<file path="src/rtl/i2s_slave_rx_if.sv">
`timescale 1ns/1ps
// i2s_slave_rx_if
//   Bundles the I2S pin-side inputs, the receive enable and the parallel
//   word outputs of the I2S slave receiver.
//   master modport : the side that drives en/BCLK/LRCLK/SDATA and consumes words
//   slave modport  : the receiver itself (i2s_slave_rx)
//   Signals:
//     en          receive enable (clk domain)
//     BCLK        I2S bit clock (asynchronous to clk)
//     LRCLK       I2S word select, 0 = left, 1 = right (asynchronous)
//     SDATA       I2S serial data, MSB first (asynchronous)
//     left_data   last complete left word
//     right_data  last complete right word
//     left_valid  1-clk pulse, left_data updated
//     right_valid 1-clk pulse, right_data updated
//     frame_valid 1-clk pulse with right_valid when the left word of the frame completed
//     short_word  1-clk pulse with a *_valid when the slot was shorter than DATA_WIDTH
//     synced      high once the first LRCLK transition was seen after reset/enable
interface i2s_slave_rx_if #(
  parameter int DATA_WIDTH = 16
);
  logic                  en;
  logic                  BCLK;
  logic                  LRCLK;
  logic                  SDATA;
  logic [DATA_WIDTH-1:0] left_data;
  logic [DATA_WIDTH-1:0] right_data;
  logic                  left_valid;
  logic                  right_valid;
  logic                  frame_valid;
  logic                  short_word;
  logic                  synced;

  modport master (
    output en, BCLK, LRCLK, SDATA,
    input  left_data, right_data, left_valid, right_valid,
           frame_valid, short_word, synced
  );

  modport slave (
    input  en, BCLK, LRCLK, SDATA,
    output left_data, right_data, left_valid, right_valid,
           frame_valid, short_word, synced
  );
endinterface

</file>
<file path="src/rtl/i2s_slave_rx.sv">
`timescale 1ns/1ps
// i2s_slave_rx
//   Philips-format I2S slave receiver. BCLK, LRCLK and SDATA are oversampled
//   with clk through 2-flop synchronizers; only rising BCLK edges are used.
//   Serial bits are collected MSB first into a left-justified shift register
//   and handed out as parallel left/right words in the clk domain.
//   Ports:
//     clk  system clock, f_clk >= 4 * f_BCLK
//     rst  asynchronous, active-high reset
//     bus  i2s_slave_rx_if.slave (pins, enable, words and status pulses)
module i2s_slave_rx #(
  parameter int DATA_WIDTH = 16
) (
  input  logic           clk,
  input  logic           rst,
  i2s_slave_rx_if.slave  bus
);

  localparam int                CNT_W    = $clog2(DATA_WIDTH + 1);
  localparam logic [CNT_W-1:0]  CNT_FULL = CNT_W'(DATA_WIDTH);

  // synchronizer chains; bclk_d_r is the extra stage for edge detection
  logic bclk_meta_r, bclk_sync_r, bclk_d_r;
  logic ws_meta_r, ws_sync_r;
  logic sd_meta_r, sd_sync_r;
  logic bclk_rise_s;

  // receive state
  logic [DATA_WIDTH-1:0] shreg_r, shreg_nxt_s, shreg_w_s;
  logic [CNT_W-1:0]      cnt_r, cnt_nxt_s, cnt_inc_s;
  logic                  ws_prev_r, ws_prev_nxt_s;
  logic                  synced_r, synced_nxt_s;
  logic                  l_done_r, l_done_nxt_s;

  // registered outputs
  logic [DATA_WIDTH-1:0] left_data_r, left_data_nxt_s;
  logic [DATA_WIDTH-1:0] right_data_r, right_data_nxt_s;
  logic                  left_valid_r, left_valid_nxt_s;
  logic                  right_valid_r, right_valid_nxt_s;
  logic                  frame_valid_r, frame_valid_nxt_s;
  logic                  short_word_r, short_word_nxt_s;

  // Synchronize the three asynchronous I2S pins into the clk domain.
  always_ff @(posedge clk or posedge rst) begin
    if (rst) begin
      bclk_meta_r <= 1'b0;
      bclk_sync_r <= 1'b0;
      bclk_d_r    <= 1'b0;
      ws_meta_r   <= 1'b0;
      ws_sync_r   <= 1'b0;
      sd_meta_r   <= 1'b0;
      sd_sync_r   <= 1'b0;
    end else begin
      bclk_meta_r <= bus.BCLK;
      bclk_sync_r <= bclk_meta_r;
      bclk_d_r    <= bclk_sync_r;
      ws_meta_r   <= bus.LRCLK;
      ws_sync_r   <= ws_meta_r;
      sd_meta_r   <= bus.SDATA;
      sd_sync_r   <= sd_meta_r;
    end
  end

  assign bclk_rise_s = bclk_sync_r & ~bclk_d_r;

  // Next-state logic: bit capture, word completion and status pulses.
  always_comb begin
    // Bit placement: position DATA_WIDTH-1-cnt; beyond DATA_WIDTH bits the slot is ignored.
    shreg_w_s = shreg_r;
    for (int i = 0; i < DATA_WIDTH; i++) begin
      if (cnt_r == CNT_W'(DATA_WIDTH - 1 - i)) begin
        shreg_w_s[i] = sd_sync_r;
      end else begin
        shreg_w_s[i] = shreg_r[i];
      end
    end
    if (cnt_r < CNT_FULL) begin
      cnt_inc_s = cnt_r + CNT_W'(1);
    end else begin
      cnt_inc_s = cnt_r;
    end

    shreg_nxt_s       = shreg_r;
    cnt_nxt_s         = cnt_r;
    ws_prev_nxt_s     = ws_prev_r;
    synced_nxt_s      = synced_r;
    l_done_nxt_s      = l_done_r;
    left_data_nxt_s   = left_data_r;
    right_data_nxt_s  = right_data_r;
    left_valid_nxt_s  = 1'b0;
    right_valid_nxt_s = 1'b0;
    frame_valid_nxt_s = 1'b0;
    short_word_nxt_s  = 1'b0;

    if (!bus.en) begin
      // Idle: drop any partial word and require a fresh LRCLK edge to resync.
      shreg_nxt_s  = {DATA_WIDTH{1'b0}};
      cnt_nxt_s    = {CNT_W{1'b0}};
      l_done_nxt_s = 1'b0;
      synced_nxt_s = 1'b0;
    end else if (bclk_rise_s) begin
      if (ws_sync_r == ws_prev_r) begin
        shreg_nxt_s = shreg_w_s;
        cnt_nxt_s   = cnt_inc_s;
      end else begin
        // Word boundary: thanks to the 1-bit I2S delay this bit is the LSB
        // of the word belonging to ws_prev_r.
        if (synced_r) begin
          short_word_nxt_s = (cnt_inc_s < CNT_FULL);
          if (ws_prev_r) begin
            right_data_nxt_s  = shreg_w_s;
            right_valid_nxt_s = 1'b1;
            frame_valid_nxt_s = l_done_r;
            l_done_nxt_s      = 1'b0;
          end else begin
            left_data_nxt_s  = shreg_w_s;
            left_valid_nxt_s = 1'b1;
            l_done_nxt_s     = 1'b1;
          end
        end else begin
          // First edge after reset/enable: the partial word is discarded.
          l_done_nxt_s = 1'b0;
        end
        shreg_nxt_s   = {DATA_WIDTH{1'b0}};
        cnt_nxt_s     = {CNT_W{1'b0}};
        ws_prev_nxt_s = ws_sync_r;
        synced_nxt_s  = 1'b1;
      end
    end else begin
      shreg_nxt_s = shreg_r;
      cnt_nxt_s   = cnt_r;
    end
  end

  // Receive state and output registers.
  always_ff @(posedge clk or posedge rst) begin
    if (rst) begin
      shreg_r       <= {DATA_WIDTH{1'b0}};
      cnt_r         <= {CNT_W{1'b0}};
      ws_prev_r     <= 1'b0;
      synced_r      <= 1'b0;
      l_done_r      <= 1'b0;
      left_data_r   <= {DATA_WIDTH{1'b0}};
      right_data_r  <= {DATA_WIDTH{1'b0}};
      left_valid_r  <= 1'b0;
      right_valid_r <= 1'b0;
      frame_valid_r <= 1'b0;
      short_word_r  <= 1'b0;
    end else begin
      shreg_r       <= shreg_nxt_s;
      cnt_r         <= cnt_nxt_s;
      ws_prev_r     <= ws_prev_nxt_s;
      synced_r      <= synced_nxt_s;
      l_done_r      <= l_done_nxt_s;
      left_data_r   <= left_data_nxt_s;
      right_data_r  <= right_data_nxt_s;
      left_valid_r  <= left_valid_nxt_s;
      right_valid_r <= right_valid_nxt_s;
      frame_valid_r <= frame_valid_nxt_s;
      short_word_r  <= short_word_nxt_s;
    end
  end

  assign bus.left_data   = left_data_r;
  assign bus.right_data  = right_data_r;
  assign bus.left_valid  = left_valid_r;
  assign bus.right_valid = right_valid_r;
  assign bus.frame_valid = frame_valid_r;
  assign bus.short_word  = short_word_r;
  assign bus.synced      = synced_r;

endmodule

</file>
<file path="src/flat_wrapper.sv">
// flat-port wrapper written by rule: the top's interface ports become plain ports
module i2s_slave_rx_flat 
#(
  parameter int DATA_WIDTH = 16
)
  (clk, rst, bus_en, bus_BCLK, bus_LRCLK, bus_SDATA, bus_left_data, bus_right_data, bus_left_valid, bus_right_valid, bus_frame_valid, bus_short_word, bus_synced);
  i2s_slave_rx_if #(.DATA_WIDTH(DATA_WIDTH)) bus_i ();
  input  logic clk;
  input  logic rst;
  input wire logic [$bits(bus_i.en)-1:0] bus_en;
  input wire logic [$bits(bus_i.BCLK)-1:0] bus_BCLK;
  input wire logic [$bits(bus_i.LRCLK)-1:0] bus_LRCLK;
  input wire logic [$bits(bus_i.SDATA)-1:0] bus_SDATA;
  output wire logic [$bits(bus_i.left_data)-1:0] bus_left_data;
  output wire logic [$bits(bus_i.right_data)-1:0] bus_right_data;
  output wire logic [$bits(bus_i.left_valid)-1:0] bus_left_valid;
  output wire logic [$bits(bus_i.right_valid)-1:0] bus_right_valid;
  output wire logic [$bits(bus_i.frame_valid)-1:0] bus_frame_valid;
  output wire logic [$bits(bus_i.short_word)-1:0] bus_short_word;
  output wire logic [$bits(bus_i.synced)-1:0] bus_synced;
  assign bus_i.en = bus_en;
  assign bus_i.BCLK = bus_BCLK;
  assign bus_i.LRCLK = bus_LRCLK;
  assign bus_i.SDATA = bus_SDATA;
  assign bus_left_data = bus_i.left_data;
  assign bus_right_data = bus_i.right_data;
  assign bus_left_valid = bus_i.left_valid;
  assign bus_right_valid = bus_i.right_valid;
  assign bus_frame_valid = bus_i.frame_valid;
  assign bus_short_word = bus_i.short_word;
  assign bus_synced = bus_i.synced;
  i2s_slave_rx #(.DATA_WIDTH(DATA_WIDTH)) u_core (.clk(clk), .rst(rst), .bus(bus_i));
endmodule
</file>
<file path="config.mk">
export PLATFORM = sky130hd
export DESIGN_NAME = i2s_slave_rx_flat
export DESIGN_NICKNAME = d
export VERILOG_FILES = /design/src/rtl/i2s_slave_rx_if.sv /design/src/rtl/i2s_slave_rx.sv /design/src/flat_wrapper.sv
export SDC_FILE = /design/constraint.sdc
export NUM_CORES = 1
export LEC_CHECK = 0
export BUFFER_PORTS_ARGS = -buffer_cell sky130_fd_sc_hd__buf_2
export CELL_PAD_IN_SITES_DETAIL_PLACEMENT = 1
export CELL_PAD_IN_SITES_GLOBAL_PLACEMENT = 1
export CORE_ASPECT_RATIO = 0.9
export CORE_MARGIN = 2
export CORE_UTILIZATION = 47
export CTS_CLUSTER_DIAMETER = 100
export CTS_CLUSTER_SIZE = 40
export DETAILED_ROUTE_END_ITERATION = 7
export GPL_TIMING_DRIVEN = 0
export MAX_ROUTING_LAYER = met4
export PLACE_DENSITY_LB_ADDON = 0.1
export SYNTH_ARGS = -nofsm -noshare
export SYNTH_HDL_FRONTEND = slang
export SYNTH_SLANG_ARGS = --single-unit
export TNS_END_PERCENT = 5
</file>
<file path="constraint.sdc">
create_clock -name clk -period 2.36 [get_ports clk]
set_input_delay 0.354 -clock clk [delete_from_list [all_inputs] [get_ports clk]]
set_output_delay 0.354 -clock clk [all_outputs]
set_load 0.01 [all_outputs]
</file>
-- Yosys cells after proc, flatten, opt, wreduce, memory -nomap -nowiden
Cells that the tools add are included.
W data, S select, Z words.
- register bits: 67
- bits of input ports: 6
- output and inout bits: 37
- $add $sub $neg: 1
- magnitude comparators: 2
- eq/ne operators: 18
- muxes and demuxes: 48
- bitwise operators: 4
- reductions and logical operators: 5
- operators with widths (operator ; count):
    $mux W16 ; 3
    $mux W1 ; 41
    $eq A5 B4 Y1 const B ; 8
    $eq A5 B3 Y1 const B ; 4
    $mux W5 ; 4
    $eq A5 B2 Y1 const B ; 2
    $lt A5 B5 Y1 const B ; 2
    $reduce_and A5 Y1 ; 2
    $add A5 B1 Y5 const B ; 1
    $eq A5 B1 Y1 const B ; 1
    $logic_not A5 Y1 ; 1
    $not A1 Y1 ; 3
    $reduce_and A3 Y1 ; 1
    $ne A2 B1 Y1 const B ; 1
    $ne A2 B2 Y1 const B ; 1
    $reduce_and A2 Y1 ; 1
    $and A1 B1 Y1 ; 1
    $eq A1 B1 Y1 ; 1

-- Logic depth before layout (Yosys ltp)
- depth in word-level cells: 7
- gate-level depth with buffers: 7
- depth with buffers taken out: 5

-- Least setup slack after synthesis
OpenSTA, ideal clock, no wires.
- kind: register to register
- start point: reg u_core.ws_prev_r
- end point: reg u_core.right_data_r[0] (netlist: u_core.bus.right_data[0])
- setup time: 0.125 ns
- arrival: 1.840 ns
- slack: 0.395 ns
- cell stages (with the launch flop): 8
- path buffers: 2
- period minus slack after synthesis: 1.965 ns
- cells stage by stage: dfrtp_1 > inv_1 > ha_1 > nor3b_4 > and4_4 > buf_12 > buf_12 > mux2_4
- word-level cells in the longest chain between the ends: 3
- RTL lines (what ; RTL line ; RTL):
    start: declaration ; i2s_slave_rx.sv:31 ; logic ws_prev_r, ws_prev_nxt_s;
    start signal: assignment ; i2s_slave_rx.sv:152 ; ws_prev_r <= ws_prev_nxt_s;
    $eq A1 B1 Y1 ; i2s_slave_rx.sv:102 ; if (ws_sync_r == ws_prev_r) begin
    $not A1 Y1 (no source line) ; - ;
    $reduce_and A5 Y1 (no source line) * ; - ;
    end signal: assignment ; i2s_slave_rx.sv:144 ; right_data_r <= {DATA_WIDTH{1'b0}};
    end signal: assignment ; i2s_slave_rx.sv:156 ; right_data_r <= right_data_nxt_s;
    end: declaration ; i2s_slave_rx.sv:37 ; logic [DATA_WIDTH-1:0] right_data_r, right_data_nxt_s;
Mark *: on every way between the ends. The rest lies on a longest branch, timed or not.
A chain may end at the register's enable or synchronous reset.

-- Worst setup path after layout
- start point: reg u_core.ws_prev_r
- end point: reg u_core.right_data_r[1] (netlist: u_core.bus.right_data[1])
Same word-level chain as after synthesis.

==> impl_metrics.json <==
{
  "antenna_cells": 0,
  "critical_path_class": "reg2reg",
  "syn-mean-instance-area_um2": 14.2,
  "gp_congestion": 0.744,
  "synth_top_cell_by_area": "dfrtp_1",
  "drv_cap": 0,
  "p_sw_share_pct": 25.7,
  "cp-startpoint": "u_core.ws_prev_r$_DFFE_PP0P_",
  "synth_nets": 223,
  "insertion_delay_ns": 0.34,
  "postRouteAntennaNets": 0,
  "htree_levels": 3,
  "maxSlewHeadroom_pct": 45.8,
  "dpl_cell_area_um2": 3340,
  "clockBufferDepth": 2,
  "drcViolationCount": 0,
  "port_buffers": 42,
  "status": "finished clean",
  "crit_path_end": "u_core.bus.right_data[1]$_DFFE_PP0P_",
  "critPathRequiredTime_ns": 2.59,
  "rows": 27,
  "postSynthRegisterBits": 67,
  "die_w_um": 88.4,
  "area_growth_pct": 16.6,
  "viasPerCell": 5.38,
  "fp.dieArea_um2": 7070,
  "cp-end-kind": "register",
  "grt_max_degree": 68,
  "p_seq_share_pct": 52.1,
  "yosys-top-cells-area": "dfrtp_1 56%, mux2_2 15%, a32o_1 5.3%",
  "crit_path_start_kind": "register",
  "start_util_pct": 49.0,
  "p_int_mw": 1.72,
  "grt_pass1_wl_um": 10600,
  "rsz0062_at_grt": "false",
  "cts_resized": 0,
  "clock_skew_ns": 0.00682,
  "dr.pass1.iters": 4,
  "min_path_type": "in2reg",
  "grt_overflow": 0,
  "cts_root_buf": "clkbuf_8",
  "r2r-end": "u_core.bus.right_data[1]$_DFFE_PP0P_",
  "power_switching_mw": 0.595,
  "worstMarginPinSlew_ns": 0.813,
  "cts_tree": "built",
  "wire_per_inst_um": 18.0,
  "first_global_vias": 2047,
  "die-height_um": 80.0,
  "path_clk_slew_ns": 0.07,
  "post_cts_buffers": 0,
  "synth-seq-area-share_pct": 55.6,
  "track_usage_pct": 21.0,
  "syn_area_um2": 3020,
  "maxSlewViolCount": 0,
  "wirelength_um": 6410,
  "postLayoutCellArea_um2": 3520,
  "synth_top_area_share_pct": 55.6,
  "p_comb_share_pct": 10.2,
  "pwr_density_cell_nw_per_um2": 659,
  "peakVddDrop_mv": 0.386,
  "cts_buffers": 9,
  "dr.first_iter.drc_count": 79,
  "clkPwrFrac_pct": 37.6,
  "nets": 276,
  "antenna_found_initial": 0,
  "post-route-period-util_pct": 93.9,
  "dp_hpwl_um": 4280,
  "ys_types": 34,
  "hold_violations": 0,
  "synthCells": 212,
  "critPathArrivalTime_ns": 2.45,
  "cts_hold_buf": 0,
  "vias": 1917,
  "fmax_mhz": 451,
  "cts_sinks": 67,
  "rrSetupSlack_ns": 0.14,
  "coreArea_um2": 6150,
  "ioPinCount": 43,
  "setup_viol": 0,
  "ff2ff_path_depth": 7,
  "reg2reg_from": "u_core.ws_prev_r$_DFFE_PP0P_",
  "p_total_mw": 2.32,
  "final_layout_size_suffix_gt1_share_pct": 47.2,
  "critPathMaxFanout": 10,
  "leakage_nw": 1.75,
  "ys_warn_count": 0,
  "fin_crit_ns": 2.22
}
## worst min-delay path by stage
stage	end	from	slack, ns	cells past startpoint
2_1_floorplan	u_core.bclk_sync_r$_DFF_PP0_	u_core.bclk_meta_r$_DFF_PP0_	0.33	0
3_5_place_dp	u_core.sd_sync_r$_DFF_PP0_	u_core.sd_meta_r$_DFF_PP0_	0.34	0
3_3_place_gp	u_core.ws_sync_r$_DFF_PP0_	u_core.ws_meta_r$_DFF_PP0_	0.33	0
5_1_grt	u_core.sd_meta_r$_DFF_PP0_	bus_SDATA	0.09	1
4_1_cts	u_core.sd_meta_r$_DFF_PP0_	bus_SDATA	0.09	1
6_report	u_core.ws_meta_r$_DFF_PP0_	bus_LRCLK	0.11	1
## layout make-up
type | instances | area, µm²
Clock inverter | 2 | 10.0
Timing Repair Buffer | 42 | 210
Multi-Input combinational cell | 124 | 1200
Buffer | 15 | 116
Inverter | 6 | 25.0
Tap cell | 87 | 109
Clock buffer | 13 | 169
Sequential cell | 67 | 1680
Fill cell | 645 | 2630
## power groups by stage
| stage | sequential (mW) | clock, mW | combinational [mW] |
|---|---|---|---|
| floorplan | 1.23 | 0 | 0.159 |
| global placement | 1.23 | 0 | 0.231 |
| detailed placement | 1.23 | 0 | 0.234 |
| CTS | 1.21 | 0.908 | 0.238 |
| global route | 1.21 | 0.949 | 0.263 |
| finish | 1.21 | 0.872 | 0.237 |
## critical path, stage by stage (launching register included)
cell and delay, ns:
dfrtp_1 0.40, inv_1 0.08, ha_1 0.40, nor3b_4 0.33, and4_4 0.29, buf_12 0.14
buf_12 0.15, mux2_4 0.30
## flip-flops by register name, summed over array words and instances (netlist names), 5 cells and up
signal                 flops
u_core.bus.left_data      16
u_core.bus.right_data     16
u_core.shreg_r            16
u_core.cnt_r               5
## layer usage
layer  global-route usage [%]  up-vias  part of all wire [%]
met5                        -        -                     0
met4                     7.42        0                   2.1
met3                     6.51       12                   3.7
met2                     31.5       37                    47
met1                     27.2      971                    47
li1                         -      897                     -
## cells in the final DEF (no fill, tap or decap), drive strengths merged
master | synthesis | layout
nand2 | 2 | 2
clkinv | 0 | 2
clkbuf | 3 | 16
a22oi | 1 | 1
nor4b | 4 | 4
o21ai | 3 | 3
and2 | 3 | 3
or3 | 2 | 2
dfrtp | 67 | 67
nand3 | 4 | 4
o22ai | 1 | 1
or3b | 1 | 1
and3 | 1 | 1
nor4bb | 8 | 8
nor3 | 2 | 2
nor2b | 1 | 1
mux2 | 49 | 49
nor2 | 5 | 5
nand3b | 2 | 2
a31oi | 1 | 1
ha | 5 | 5
a32o | 16 | 16
nand2b | 2 | 2
and4 | 1 | 1
nor3b | 1 | 1
inv | 6 | 6
a21oi | 4 | 4
nand4b | 5 | 5
buf | 12 | 54
## stage by stage
step                util [%]  setup TNS (ns)  hold WS (ns)  instances  setup slack [ns]
global placement        54.2          -34.44         0.334        341            -0.518
detailed placement      54.3               0         0.336        341             0.172
finish                  57.2               0         0.113        356             0.144
CTS                     57.2               0        0.0927        356             0.155
global route            57.2               0        0.0919        356            0.0522
floorplan                  -               0         0.331        212             0.323
## kinds of logic after synthesis
group                      synth area share [%]
AOI/OAI and AO/OA                          7.14
adders and majority gates                  2.07
buffers and inverters                      4.61
DFF                                        55.6
muxes                                      19.3
and+or+nand+nor                            11.3
## cell usage after synthesis (all sizes together)
| cell | number |
|---|---|
| or3b | 1 |
| nand3b | 2 |
| nand4b | 5 |
| nor3 | 2 |
| nor2b | 1 |
| nor4bb | 8 |
| nor3b | 1 |
| a21oi | 4 |
| dfrtp | 67 |
| o21ai | 3 |
| nand2b | 2 |
| nand2 | 2 |
| ha | 5 |
| and3 | 1 |
| and4 | 1 |
| a31oi | 1 |
| o22ai | 1 |
| a22oi | 1 |
| nand3 | 4 |
| or3 | 2 |
| a32o | 16 |
| and2 | 3 |
| clkbuf | 3 |
| mux2 | 49 |
| nor2 | 5 |
| buf | 12 |
| inv | 6 |
| nor4b | 4 |
Power figures use the tool's default switching activity.
